===== src/rtl/spawn_pkg.sv =====
// Shared constants and state encoding for the spawn placer.
// Play field geometry is in pixels; the grid is 25x25 tiles of 16 px.
package spawn_pkg;
  localparam int PLAY_X0    = 120;
  localparam int PLAY_Y0    = 48;
  localparam int TILE_SHIFT = 4;
  localparam int GRID_DIM   = 25;
  localparam int TILE_HALF  = 8;

  typedef enum logic [2:0] {
    IDLE,
    SAMPLE,
    LOOKUP,
    CHECK,
    DONE,
    FAIL
  } spawn_state_t;
endpackage


===== src/rtl/spawn_placer_pix_to_tile.sv =====
// Pixel coordinate to tile index, clamped to 0..GRID_DIM-1.
// Purely combinational.
module pix_to_tile
  import spawn_pkg::*;
#(
  parameter int N      = 9,
  parameter int ORIGIN = 120
) (
  input  logic [N:0] pix,
  output logic [4:0] tile
);

  localparam int RW = N - TILE_SHIFT + 1;

  logic [N:0]    off;
  logic [RW-1:0] raw;

  always_comb begin
    off  = pix - (N+1)'(ORIGIN);
    raw  = RW'(off >> TILE_SHIFT);
    tile = '0;
    if (pix < (N+1)'(ORIGIN)) begin
      tile = '0;
    end else if (raw > RW'(GRID_DIM - 1)) begin
      tile = 5'(GRID_DIM - 1);
    end else begin
      tile = raw[4:0];
    end
  end

endmodule


===== src/rtl/spawn_placer.sv =====
// Random spawn tile picker with wall ROM check and bounded retries.
// Define SPAWN_PAC_EXCLUDE_EN to also reject tiles near PacMan.
module spawn_placer
  import spawn_pkg::*;
#(
  parameter int N         = 9,
  parameter int MAX_TRIES = 8,
  parameter int MIN_DIST  = 4
) (
  input  logic       Clk,
  input  logic       Reset_n,
  input  logic       spawn_req,
  input  logic [N:0] X_rand,
  input  logic [N:0] Y_rand,
  input  logic [N:0] pac_x,
  input  logic [N:0] pac_y,
  output logic       tile_rd_en,
  output logic [9:0] tile_addr,
  input  logic       tile_data,
  output logic       busy,
  output logic       spawn_valid,
  output logic       spawn_fail,
  output logic [N:0] spawn_x,
  output logic [N:0] spawn_y
);

  localparam int TW = $clog2(MAX_TRIES + 1);
  localparam logic [TW-1:0] MAXT = TW'(MAX_TRIES);

  spawn_state_t  state_q, state_d;
  logic [TW-1:0] tries_q, tries_d;
  logic [TW-1:0] tries_inc;
  logic [4:0]    col_q, col_d;
  logic [4:0]    row_q, row_d;
  logic [N:0]    sx_q, sx_d;
  logic [N:0]    sy_q, sy_d;
  logic [4:0]    cand_col, cand_row;
  logic [9:0]    addr;
  logic          reject;

  pix_to_tile #(.N(N), .ORIGIN(PLAY_X0)) u_cand_x (
    .pix  (X_rand),
    .tile (cand_col)
  );

  pix_to_tile #(.N(N), .ORIGIN(PLAY_Y0)) u_cand_y (
    .pix  (Y_rand),
    .tile (cand_row)
  );

`ifdef SPAWN_PAC_EXCLUDE_EN
  localparam logic [6:0] MIN_D = 7'(MIN_DIST);

  logic [4:0] pac_col, pac_row;
  logic [4:0] pcol_q, pcol_d;
  logic [4:0] prow_q, prow_d;
  logic [6:0] dcol, drow;
  logic       too_close;

  // pac_x/pac_y share the candidate's clamp rules
  pix_to_tile #(.N(N), .ORIGIN(PLAY_X0)) u_pac_x (
    .pix  (pac_x),
    .tile (pac_col)
  );

  pix_to_tile #(.N(N), .ORIGIN(PLAY_Y0)) u_pac_y (
    .pix  (pac_y),
    .tile (pac_row)
  );

  always_comb begin
    dcol = (col_q >= pcol_q) ? 7'(col_q - pcol_q)
                             : 7'(pcol_q - col_q);
    drow = (row_q >= prow_q) ? 7'(row_q - prow_q)
                             : 7'(prow_q - row_q);
    too_close = (dcol + drow) < MIN_D;
  end

  always_ff @(posedge Clk or negedge Reset_n) begin
    if (!Reset_n) begin
      pcol_q <= '0;
      prow_q <= '0;
    end else begin
      pcol_q <= pcol_d;
      prow_q <= prow_d;
    end
  end

  always_comb begin
    pcol_d = pcol_q;
    prow_d = prow_q;
    if (state_q == SAMPLE) begin
      pcol_d = pac_col;
      prow_d = pac_row;
    end
  end

  assign reject = tile_data | too_close;
`else
  logic unused_pac;
  assign unused_pac = ^{pac_x, pac_y};
  assign reject     = tile_data;
`endif

  assign addr      = 10'(row_q) * 10'(GRID_DIM) + 10'(col_q);
  assign tries_inc = tries_q + TW'(1);

  always_ff @(posedge Clk or negedge Reset_n) begin
    if (!Reset_n) begin
      state_q <= IDLE;
      tries_q <= '0;
      col_q   <= '0;
      row_q   <= '0;
      sx_q    <= '0;
      sy_q    <= '0;
    end else begin
      state_q <= state_d;
      tries_q <= tries_d;
      col_q   <= col_d;
      row_q   <= row_d;
      sx_q    <= sx_d;
      sy_q    <= sy_d;
    end
  end

  always_comb begin
    state_d     = state_q;
    tries_d     = tries_q;
    col_d       = col_q;
    row_d       = row_q;
    sx_d        = sx_q;
    sy_d        = sy_q;
    tile_rd_en  = 1'b0;
    tile_addr   = '0;
    busy        = (state_q != IDLE);
    spawn_valid = 1'b0;
    spawn_fail  = 1'b0;
    unique case (state_q)
      IDLE: begin
        if (spawn_req) begin
          state_d = SAMPLE;
          tries_d = '0;
        end
      end
      SAMPLE: begin
        col_d   = cand_col;
        row_d   = cand_row;
        state_d = LOOKUP;
      end
      LOOKUP: begin
        tile_rd_en = 1'b1;
        tile_addr  = addr;
        state_d    = CHECK;
      end
      CHECK: begin
        if (!reject) begin
          sx_d = (N+1)'(PLAY_X0 + TILE_HALF)
               + ((N+1)'(col_q) << TILE_SHIFT);
          sy_d = (N+1)'(PLAY_Y0 + TILE_HALF)
               + ((N+1)'(row_q) << TILE_SHIFT);
          state_d = DONE;
        end else begin
          tries_d = tries_inc;
          state_d = (tries_inc == MAXT) ? FAIL : SAMPLE;
        end
      end
      DONE: begin
        spawn_valid = 1'b1;
        state_d     = IDLE;
      end
      FAIL: begin
        spawn_fail = 1'b1;
        state_d    = IDLE;
      end
      default: state_d = IDLE;
    endcase
  end

  assign spawn_x = sx_q;
  assign spawn_y = sy_q;

endmodule


===== config.mk =====
export PLATFORM = sky130hd
export DESIGN_NAME = spawn_placer
export DESIGN_NICKNAME = d
export VERILOG_FILES = /design/src/rtl/spawn_pkg.sv /design/src/rtl/spawn_placer_pix_to_tile.sv /design/src/rtl/spawn_placer.sv
export SDC_FILE = /design/constraint.sdc
export NUM_CORES = 1
export LEC_CHECK = 0
export CORE_MARGIN = 4
export CORE_UTILIZATION = 45
export CTS_BUF_LIST = sky130_fd_sc_hd__clkbuf_4 sky130_fd_sc_hd__clkbuf_8
export DETAILED_ROUTE_END_ITERATION = 12
export PLACE_DENSITY_LB_ADDON = 0.12
export SETUP_SLACK_MARGIN = 0.02
export SLEW_MARGIN = 20
export SYNTH_ARGS = -nofsm -noshare
export SYNTH_HDL_FRONTEND = slang
export SYNTH_HIERARCHICAL = 1
export SYNTH_SLANG_ARGS = --single-unit
export TNS_END_PERCENT = 30

===== constraint.sdc =====
create_clock -name Clk -period 7.38 [get_ports Clk]
set_input_delay 1.476 -clock Clk [delete_from_list [all_inputs] [get_ports Clk]]
set_output_delay 1.476 -clock Clk [all_outputs]
set_load 0.1 [all_outputs]

==> results.yml <==
finish:
  finalCoreUtilization_pct: 55.8
  nets: 397
  postLayoutCellArea_sq_um: 3060
  layout_area_growth_over_synthesis_pct: 21.0
  antenna-diode-count: 0
  share_of_post_route_cells_with_drive_strength_above_1_pct: 8.57
min_path:
  worst_hold_path_type: "reg2reg"
sta:
  fmax_ghz: 0.175
  maxSlewHeadroom_pct: 35.2
  post-route-worst-setup-slack_ns: 1.66
  finalHoldViolCount: 0
  final.setup_skew_ns: 0.00430
  slew_viol_final: 0
  grt_setup_unrepaired: "no"
  finalCritPeriodShare_pct: 77.5
  setup_violations: 0
  finalSetupTns_ns: 0
  final_period_minus_worst_setup_slack_ns: 5.72
  tightest_slew_ns: 0.969
logic_synthesis:
  post_synthesis_sequential_area_ratio_pct: 29.7
  post-synth-top-area-cell: "sky130_fd_sc_hd__dfrtp_1"
  post-synth-top-count-cell: "sky130_fd_sc_hd__nand2_1"
  synth-edff-count: 0
  ys_async_sr_fraction_pct: 100
  yosys_warnings: 6
  syn-mean-instance-area_sq_um: 9.25
  syn-cell-area_sq_um: 2520
  synth.area.top_cells: "sky130_fd_sc_hd__dfrtp_1 30%, sky130_fd_sc_hd__ha_1 17%, sky130_fd_sc_hd__nand2_1 5.8%"
  ys_ff_latch: 30
  post_synthesis_cell_type_count: 56
  synth-main-ff-cell: "sky130_fd_sc_hd__dfrtp_1"
  synth_commonest_cells: "39 x sky130_fd_sc_hd__nand2_1, 35 x sky130_fd_sc_hd__ha_1, 30 x sky130_fd_sc_hd__dfrtp_1"
  netlist.area_leader.share_pct: 29.7
  syn_inst: 273
clocking:
  ctsRootBufferMaster: "sky130_fd_sc_hd__clkbuf_8"
  cts_hold_buffers: 0
  cts_num_sinks: 30
  numCtsBuffers: 5
  cts_repair_resize_count: 0
  max-clock-path-buffers: 2
  clock_pin_slew_of_the_registers_on_the_worst_case_setup_and_hold_paths_ns: 0.06
  postCtsSetupRepairBufs: 0
  tritoncts: "built"
  clock_tree.htree_level_count: 2
  worst_skew_pair.late_latency_ns: 0.28
floorplan:
  boundaryPins: 78
  core_area_sq_um: 5470
  die_area_sq_um: 6870
  dieWidth_um: 82.9
  placement_rows: 27
  floorplan.die.height_um: 82.9
  starting_utilization_of_the_core_area_pct: 46.1
routing:
  route.detailed.wl_per_inst_um: 12.8
  drc: 0
  detail_route.vias_per_cell: 5.20
  detailedRoute.firstIterationViolations: 75
  drt_first_pass_iters: 4
  detailroute.via_count: 2011
  wirelength_um: 4940
  drtAntennaViolNets: 0
grt:
  grt_start_max_net_pins: 31
  global_route.overflow_total: 0
  wire_length_of_the_first_global_routing_pass_um: 8820
  number_of_antenna_violations_at_the_first_check_in_global_routing: 0
  total_global_route_track_usage_pct: 15.2
  via_count_of_the_first_global_routing_pass: 1956
place:
  placed_area_sq_um: 2980
  count_of_input_and_output_buffers: 43
  pre_cts_slack_ns: 1.93
  post-dp-hpwl_um: 3890
  finalWeightedCongestion: 0.821
critical_path:
  cp-end-kind: "output pin"
  timing.critical_path.mode_cell: "sky130_fd_sc_hd__ha_1"
  worstSetupPathType: "reg2out"
  critical_path.cell_chain: "inv_1 > ha_1 > ha_1 > fa_1 > ha_1 > o21ai_0 > o21bai_1 > o22ai_1 > mux2i_1 > clkdlybuf4s50_1"
  worst-path-buf-inv: 2
  critPathSlowestCell: "sky130_fd_sc_hd__clkdlybuf4s50_1"
  worst_path_largest_cell_delay_ns: 1.14
  cp-start-kind: "register"
  cp_top_family: "adder cells"
  cp_data_required_time_ns: 5.90
  crit_arrival_ns: 4.24
  timing.critical_path.fanout_max: 6
flow_run:
  max_cap_viol_count: 0
outcome:
  outcome: "completed"
==> worst register-to-register path, delay by kind of cell, from the launching register on <==
family	cells	cell delay [ns]
AND/OR/NAND/NOR	1	0.78
flip-flops	1	0.47
multiplexers	1	0.41
==> final timing paths <==
kind | cells past startpoint | from | end | slack [ns]
min | 1 | spawn_y[3] | spawn_y[3] | 0.46
max in group asynchronous | 2 | Reset_n | col_q[1] | 5.51
min reg2reg | 1 | spawn_y[3] | spawn_y[3] | 0.46
max | 10 | row_q[0] | tile_addr[9] | 1.66
min in group asynchronous | 2 | Reset_n | tries_q[3] | 1.58
max reg2reg | 2 | state_q[1] | row_q[4] | 5.60
==> stage by stage <==
| stage | hold WS [ns] | instances |
|---|---|---|
| finish | 0.462 | 387 |
| global route | 0.499 | 387 |
| CTS | 0.472 | 387 |
| detailed placement | 0.457 | 380 |
| global placement | 0.451 | 380 |
| floorplan | 0.463 | 279 |
==> placed cells by master (no fill, tap or decap), drive strengths merged, types with 2 or more instances in the layout <==
master          n
conb            7
nor2b           3
nor3            6
nand4b          2
or3             2
nor4            2
xor2            4
clkinv          2
o211ai          2
a21o            3
a31oi           5
or3b            2
a211oi          4
o22ai           2
nand3           5
a21oi          11
o21ai          20
nor2            9
nor3b           6
nand2b          5
clkdlybuf4s50  43
and2            4
fa              3
inv            17
nand2          39
dfrtp          30
ha             35
mux2            8
xnor2           7
nand3b          4
o21bai          2
clkbuf          5
==> cell type report <==
type | instances | area, sq um
clock buffer | 5 | 68.8
clock inverter | 2 | 10.0
sequential | 30 | 751
tap | 72 | 90.1
fill | 511 | 2420
multi-input combinational | 217 | 1630
timing repair buffer | 44 | 438
inverter | 17 | 63.8
==> per-layer routing <==
layer  GRT usage [%]  routed length, um  vias up
li1                -                  -     1043
met1            18.9               2270      924
met2            25.9               2400       35
met3            4.17                207        9
met4            4.01                 65        0
met5               0                  0        -
==> state kept, by name, indices dropped and copies added, names as in the netlist <==
| register | cells |
|---|---|
| spawn_x | 6 |
| col_q | 5 |
| tries_q | 4 |
| spawn_y | 7 |
| state_q | 3 |
| row_q | 5 |
==> cells by family after synthesis <==
family / synth area share [%]
and+or+nand+nor: 20.7
AOI/OAI and AO/OA: 15.5
adders and majority gates: 19.7
buffers and inverters: 6.44
DFF: 29.7
xor gates and xnor gates: 3.82
muxes: 3.96
other: 0.149
Power is not shown: default switching activity piles up to over one toggle a cycle in this logic, so the estimate is an artifact.
==> RTL edit 1: new RTL, same settings <==
Build with the macro `SPAWN_PAC_EXCLUDE_EN` defined.
--- a/src/rtl/spawn_placer.sv
+++ b/src/rtl/spawn_placer.sv
@@ -1,5 +1,7 @@
 // Random spawn tile picker with wall ROM check and bounded retries.
 // Define SPAWN_PAC_EXCLUDE_EN to also reject tiles near PacMan.
+`define SPAWN_PAC_EXCLUDE_EN
+
 module spawn_placer
   import spawn_pkg::*;
 #(
Check against the original RTL: not equivalent (a bounded check fails within 10 cycles, from zero or initial values and one cycle with Reset_n low).
==> RTL edit 1 against the unedited design <==
  * Hold slack about the same
  * Sequential cell count rose by 10
  * Design area grew 64%
  * Synthesized area up 71%
  * Setup slack lost 0.67 ns
  * Critical path type unchanged
  * Routed wire length up 86%
  * Cell count grew 71%
Power is left out: the tool's default activity adds up to more than one toggle a clock period on the data nets, which glitch-free logic cannot reach.
==> RTL edit 1: results (changes against the unedited design) <==
- The pin count of the biggest net entering global routing came to 41 (+32%).
- Worst-skew pair later-pin latency: 0.30 ns (+0.02 ns)
- The worst clock skew is 0.0158 ns (+0.0115 ns).
- The met1 routing resource usage after global routing is 21.3% (+2.4 points).
- Fraction of layout instances using a drive strength above 1: 8.08% (-0.49 points)
- Status: finished clean
- The clock transition time at the flip-flop clock pins of the worst setup and hold paths is 0.09 ns (+0.03 ns).
* Global-route wire length before repair: 15.8 mm (+79%)
* Design Area, Final: 0.00502 mm² (+64%)
- Routed via count: 3522 (+75%)
* Reg2Reg Depth: 13 (+11)
- The total length of routed met2 wires was 4.36 mm (+82%).
- Arr. time, crit path: 4.92 ns (+0.68 ns)
- All-Layer GR Usage: 16.9% (+1.7 points)
- Met3 layer wire length in the routed design: 331 µm (+60%)
* Total number of nets in the final design: 645 (+62%)
- The global routing usage on met3 is 2.39% (-1.8 points).
* Cell types with the largest area share after synthesis: sky130_fd_sc_hd__dfrtp_1, sky130_fd_sc_hd__ha_1, sky130_fd_sc_hd__inv_1
- Sequential area share after synthesis: 23.2% (-6.5 points)
- Wl on met1: 4.35 mm (+92%)
- Pin slew with the least headroom to its limit: 0.977 ns (+0.00801 ns)
- Slack of the worst reg-to-reg path: 2.86 ns (-2.74 ns)
- Distinct cell type count after synthesis: 63 (+13%)
- Worst path max stage delay: 1.20 ns (+0.06 ns)
- The placed wire-length estimate after detailed placement is 7.40 mm (+90%).
-- RTL edit 1: cell types whose count changed after synthesis, sizes merged, moves of 8 or more --
cell	unedited run	this run
inv	17	57
dfrtp	30	40
ha	35	63
nor2b	3	11
nor2	9	21
xnor2	7	17
nor3	6	17
a21oi	11	22
o21ai	20	33
-- RTL edit 1: per-stage QoR --
step                      instances  hold slack (ns)
final                           661            0.462
after detailed placement        653            0.453
after global routing            661            0.490
after global placement          653            0.446
after floorplan                 487            0.490
after CTS                       661            0.470
-- RTL edit 1: worst max-delay path: cells and delay by family (launching register included) --
family | cells | cell delay [ns]
DFF | 1 | 0.51
adders and majority gates | 4 | 1.45
AOI/OAI and AO/OA | 4 | 1.14
buffers and inverters | 5 | 1.54
-- RTL edit 1: layout make-up --
class | instances | area share [%]
Sequential cell | 40 | 19.9
Tap cell | 129 | 3.21
Multi-Input combinational cell | 370 | 59.5
Clock buffer | 7 | 1.67
Timing Repair Buffer | 57 | 11.2
Inverter | 57 | 4.26
Clock inverter | 1 | 0.174
-- RTL edit 1: kinds of logic (layout without fill, tap and decap cells) --
kind of cell | count (synthesis) | after routing | synth area share, %
and+or+nand+nor | 136 | 136 | 16.7
AOI/OAI and AO/OA | 113 | 113 | 19.7
buffers and inverters | 77 | 122 | 7.96
adders and majority gates | 70 | 70 | 21.6
DFF | 40 | 40 | 23.2
xor gates and xnor gates | 25 | 25 | 5.09
muxes | 19 | 19 | 5.61
other | 1 | 7 | 0.0871
-- RTL edit 1: worst max path at each step --
stage	from	cells after the start	end
floorplan	row_q[1]	11	tile_addr[9]
global placement	row_q[1]	13	tile_addr[9]
detailed placement	row_q[1]	13	tile_addr[9]
CTS	row_q[1]	13	tile_addr[9]
global route	row_q[1]	13	tile_addr[9]
finish	row_q[1]	13	tile_addr[9]
==> RTL edit 2: new RTL, same flow settings <==
Made on the original files. Re-encode `spawn_state_t` (6 states) as Gray code, 3 bits wide.
--- a/src/rtl/spawn_pkg.sv
+++ b/src/rtl/spawn_pkg.sv
@@ -8,12 +8,12 @@
   localparam int TILE_HALF  = 8;
 
   typedef enum logic [2:0] {
-    IDLE,
-    SAMPLE,
-    LOOKUP,
-    CHECK,
-    DONE,
-    FAIL
+    IDLE   = 3'b000,
+    SAMPLE = 3'b001,
+    LOOKUP = 3'b011,
+    CHECK  = 3'b010,
+    DONE   = 3'b110,
+    FAIL   = 3'b111
   } spawn_state_t;
 endpackage
 
Check against the original RTL: same outputs for any inputs over 10 cycles, from zero or initial values and one cycle with Reset_n low; not proved beyond that.
==> RTL edit 2 against the unedited design <==
  * Design area rose by 2.5%
  * Maximum frequency rose by 0.88%
  * Synthesized area rose by 2.7%
  * Hold slack improved by 0.011 ns
  * Die area rose by 2.4%
  * Non-clock buffer count did not move
  * Global-route usage rose by 0.35 points
  * Routed wire length rose by 4.9%
  * Sequential cell count did not move
  * Setup slack improved by 0.050 ns
  * Via count rose by 1.5%
Power is not shown: default switching activity piles up to over one toggle a cycle in this logic, so the estimate is an artifact.
==> RTL edit 2: results (changes against the unedited design) <==
- Worst path max stage delay: roughly 1.2 ns
* Class of the tightest hold or removal check: flip-flop to flip-flop
- Buffer levels on the longest clock path: 2 (unchanged)
* Fraction of layout instances using a drive strength above 1: 9.71% (+1.1 points)
- The remaining antenna violation count is 0 (unchanged).
- The number of H-tree levels is 2 (unchanged).
- The clock insertion delay at the later pin of the skew report is 0.28 ns (about the same).
- Top delay family on crit path: adder cells
* Via count of the first global-routing pass: 2009 (+2.7%)
- Number of buffers inserted by post-CTS setup repair: 0 (unchanged)
* Inserted Diodes: 0 (unchanged)
- For this run, the leading register cell type out of synthesis is sky130_fd_sc_hd__dfrtp_1.
* Arr. time, crit path: 4.19 ns (-0.05 ns)
- Final non-filler cell total: 381 (-1.6%)
* Iteration-0 DRC Markers: 52 (-31%)
* Max reg flops: 7 (unchanged)
* All-Layer GR Usage: 15.5% (+0.35 points)
- Routability Congestion: 0.820 (-0.12%)
* Root Buffer: sky130_fd_sc_hd__clkbuf_8
- Number of resized instances in the post-cts repair step: 0 (unchanged)
* Sequential area share after synthesis: 29.0% (-0.77 points)
* Distinct cell type count after synthesis: 54 (-3.6%)
- Largest fanout on the critical path: 6 (unchanged)
* Mean post-synth cell area: 9.64 µm² (+4.2%)
- Gr ovfl total: 0 (unchanged)
* Number of placed cells counting well taps: 373 (-1.8%)
- The routed via count divided by cell count came to 5.36 (+3.1%).
- Final TNS setup: 0 ns (unchanged)
* Total CTS buffers: 5 (unchanged)
* Global-route wire length before repair: 9.15 mm (+3.8%)
- The fraction of registers with async set/reset was 100% (unchanged).
- Total number of nets in the final design: 390 (-1.8%)
- Detailed-router iteration count before antenna repair: 4 (unchanged)
- The number of warnings reported in the yosys synthesis log is 6 (unchanged).
- The wire length reported by the detailed router was 5.18 mm (+4.9%).
* Status: finished clean
* Maximum number of pins on one net before global-route repair: 31 (unchanged)
- The relative slew slack was 33.9% (-1.2 points).
- Filler Cells Inserted: 520 (+1.8%)
- Slowest cell on the critical path: sky130_fd_sc_hd__clkdlybuf4s50_1
- Cell types with the largest area share after synthesis: sky130_fd_sc_hd__dfrtp_1, sky130_fd_sc_hd__ha_1, sky130_fd_sc_hd__nand2_1
- The worst clock skew is 0.00267 ns (-0.00163 ns).
- The clock transition time at the flip-flop clock pins of the worst setup and hold paths came to 0.06 ns (about the same).
- Post-DP HPWL: 3.92 mm (+0.67%)
- The number of buffers added on ports is 43 (unchanged).
* Post-synth top cells: sky130_fd_sc_hd__ha_1, sky130_fd_sc_hd__dfrtp_1, sky130_fd_sc_hd__nand2_1
* Antenna violations before repair: 0 (unchanged)
RTL edit 2: changes by cell type in the layout (fill, tap and decap cells not counted), moves of 2 or more:
cell,unedited run,this run
sky130_fd_sc_hd__nand2_1,39,25
sky130_fd_sc_hd__a22o_1,1,6
sky130_fd_sc_hd__mux2_4,0,5
sky130_fd_sc_hd__and3_1,0,2
sky130_fd_sc_hd__clkbuf_4,0,2
sky130_fd_sc_hd__clkinv_2,2,0
sky130_fd_sc_hd__nand2b_1,5,3
RTL edit 2: stage by stage:
stage / cell area, µm² / hold WS, ns / setup slack, ns / util [%]
final: 3130 / 0.473 / 1.71 / 56.5
after floorplan: 2620 / 0.492 / 1.49 / -
after detailed placement: 3020 / 0.460 / 2.02 / 54.5
after CTS: 3130 / 0.479 / 1.70 / 56.5
after global placement: 3020 / 0.456 / 2.02 / 54.5
after global routing: 3130 / 0.503 / 1.45 / 56.5
RTL edit 2: final timing paths:
path	startpoint	to	slack, ns	cells after the start
worst max-delay path	row_q[0]	tile_addr[9]	1.71	10
worst min-delay path	spawn_y[3]	spawn_y[3]	0.47	1
worst max register to register	state_q[1]	col_q[4]	5.56	2
worst min register to register	spawn_y[3]	spawn_y[3]	0.47	1
max in group asynchronous	Reset_n	spawn_x[6]	5.51	2
min in group asynchronous	Reset_n	spawn_y[5]	1.59	2
RTL edit 2: area by class of cell:
class	count	area share, %
clock buffer	7	2.68
clock inverter	1	0.958
inverter	17	2.04
multi-input combinational	210	53.5
sequential	30	24.0
tap	72	2.88
timing repair buffer	44	14.0
RTL edit 2: metal layers:
layer,GRT usage [%],vias up,routed length (µm)
met1,20.1,956,2510
met3,3.06,9,200
met2,26.1,41,2400
met4,4.68,0,73
met5,0,-,0
li1,-,1035,-
RTL edit 2: kinds of logic after synthesis:
kind of cell    count (synthesis)  share of synthesized area [%]
simple gates                   81                           18.1
compound gates                 59                           15.9
fa+ha+maj                      38                           19.2
buf+inv                        35                           7.24
flops                          30                           29.0
mux                            14                           6.71
xor+xnor                       11                           3.72
other cells                     1                          0.145
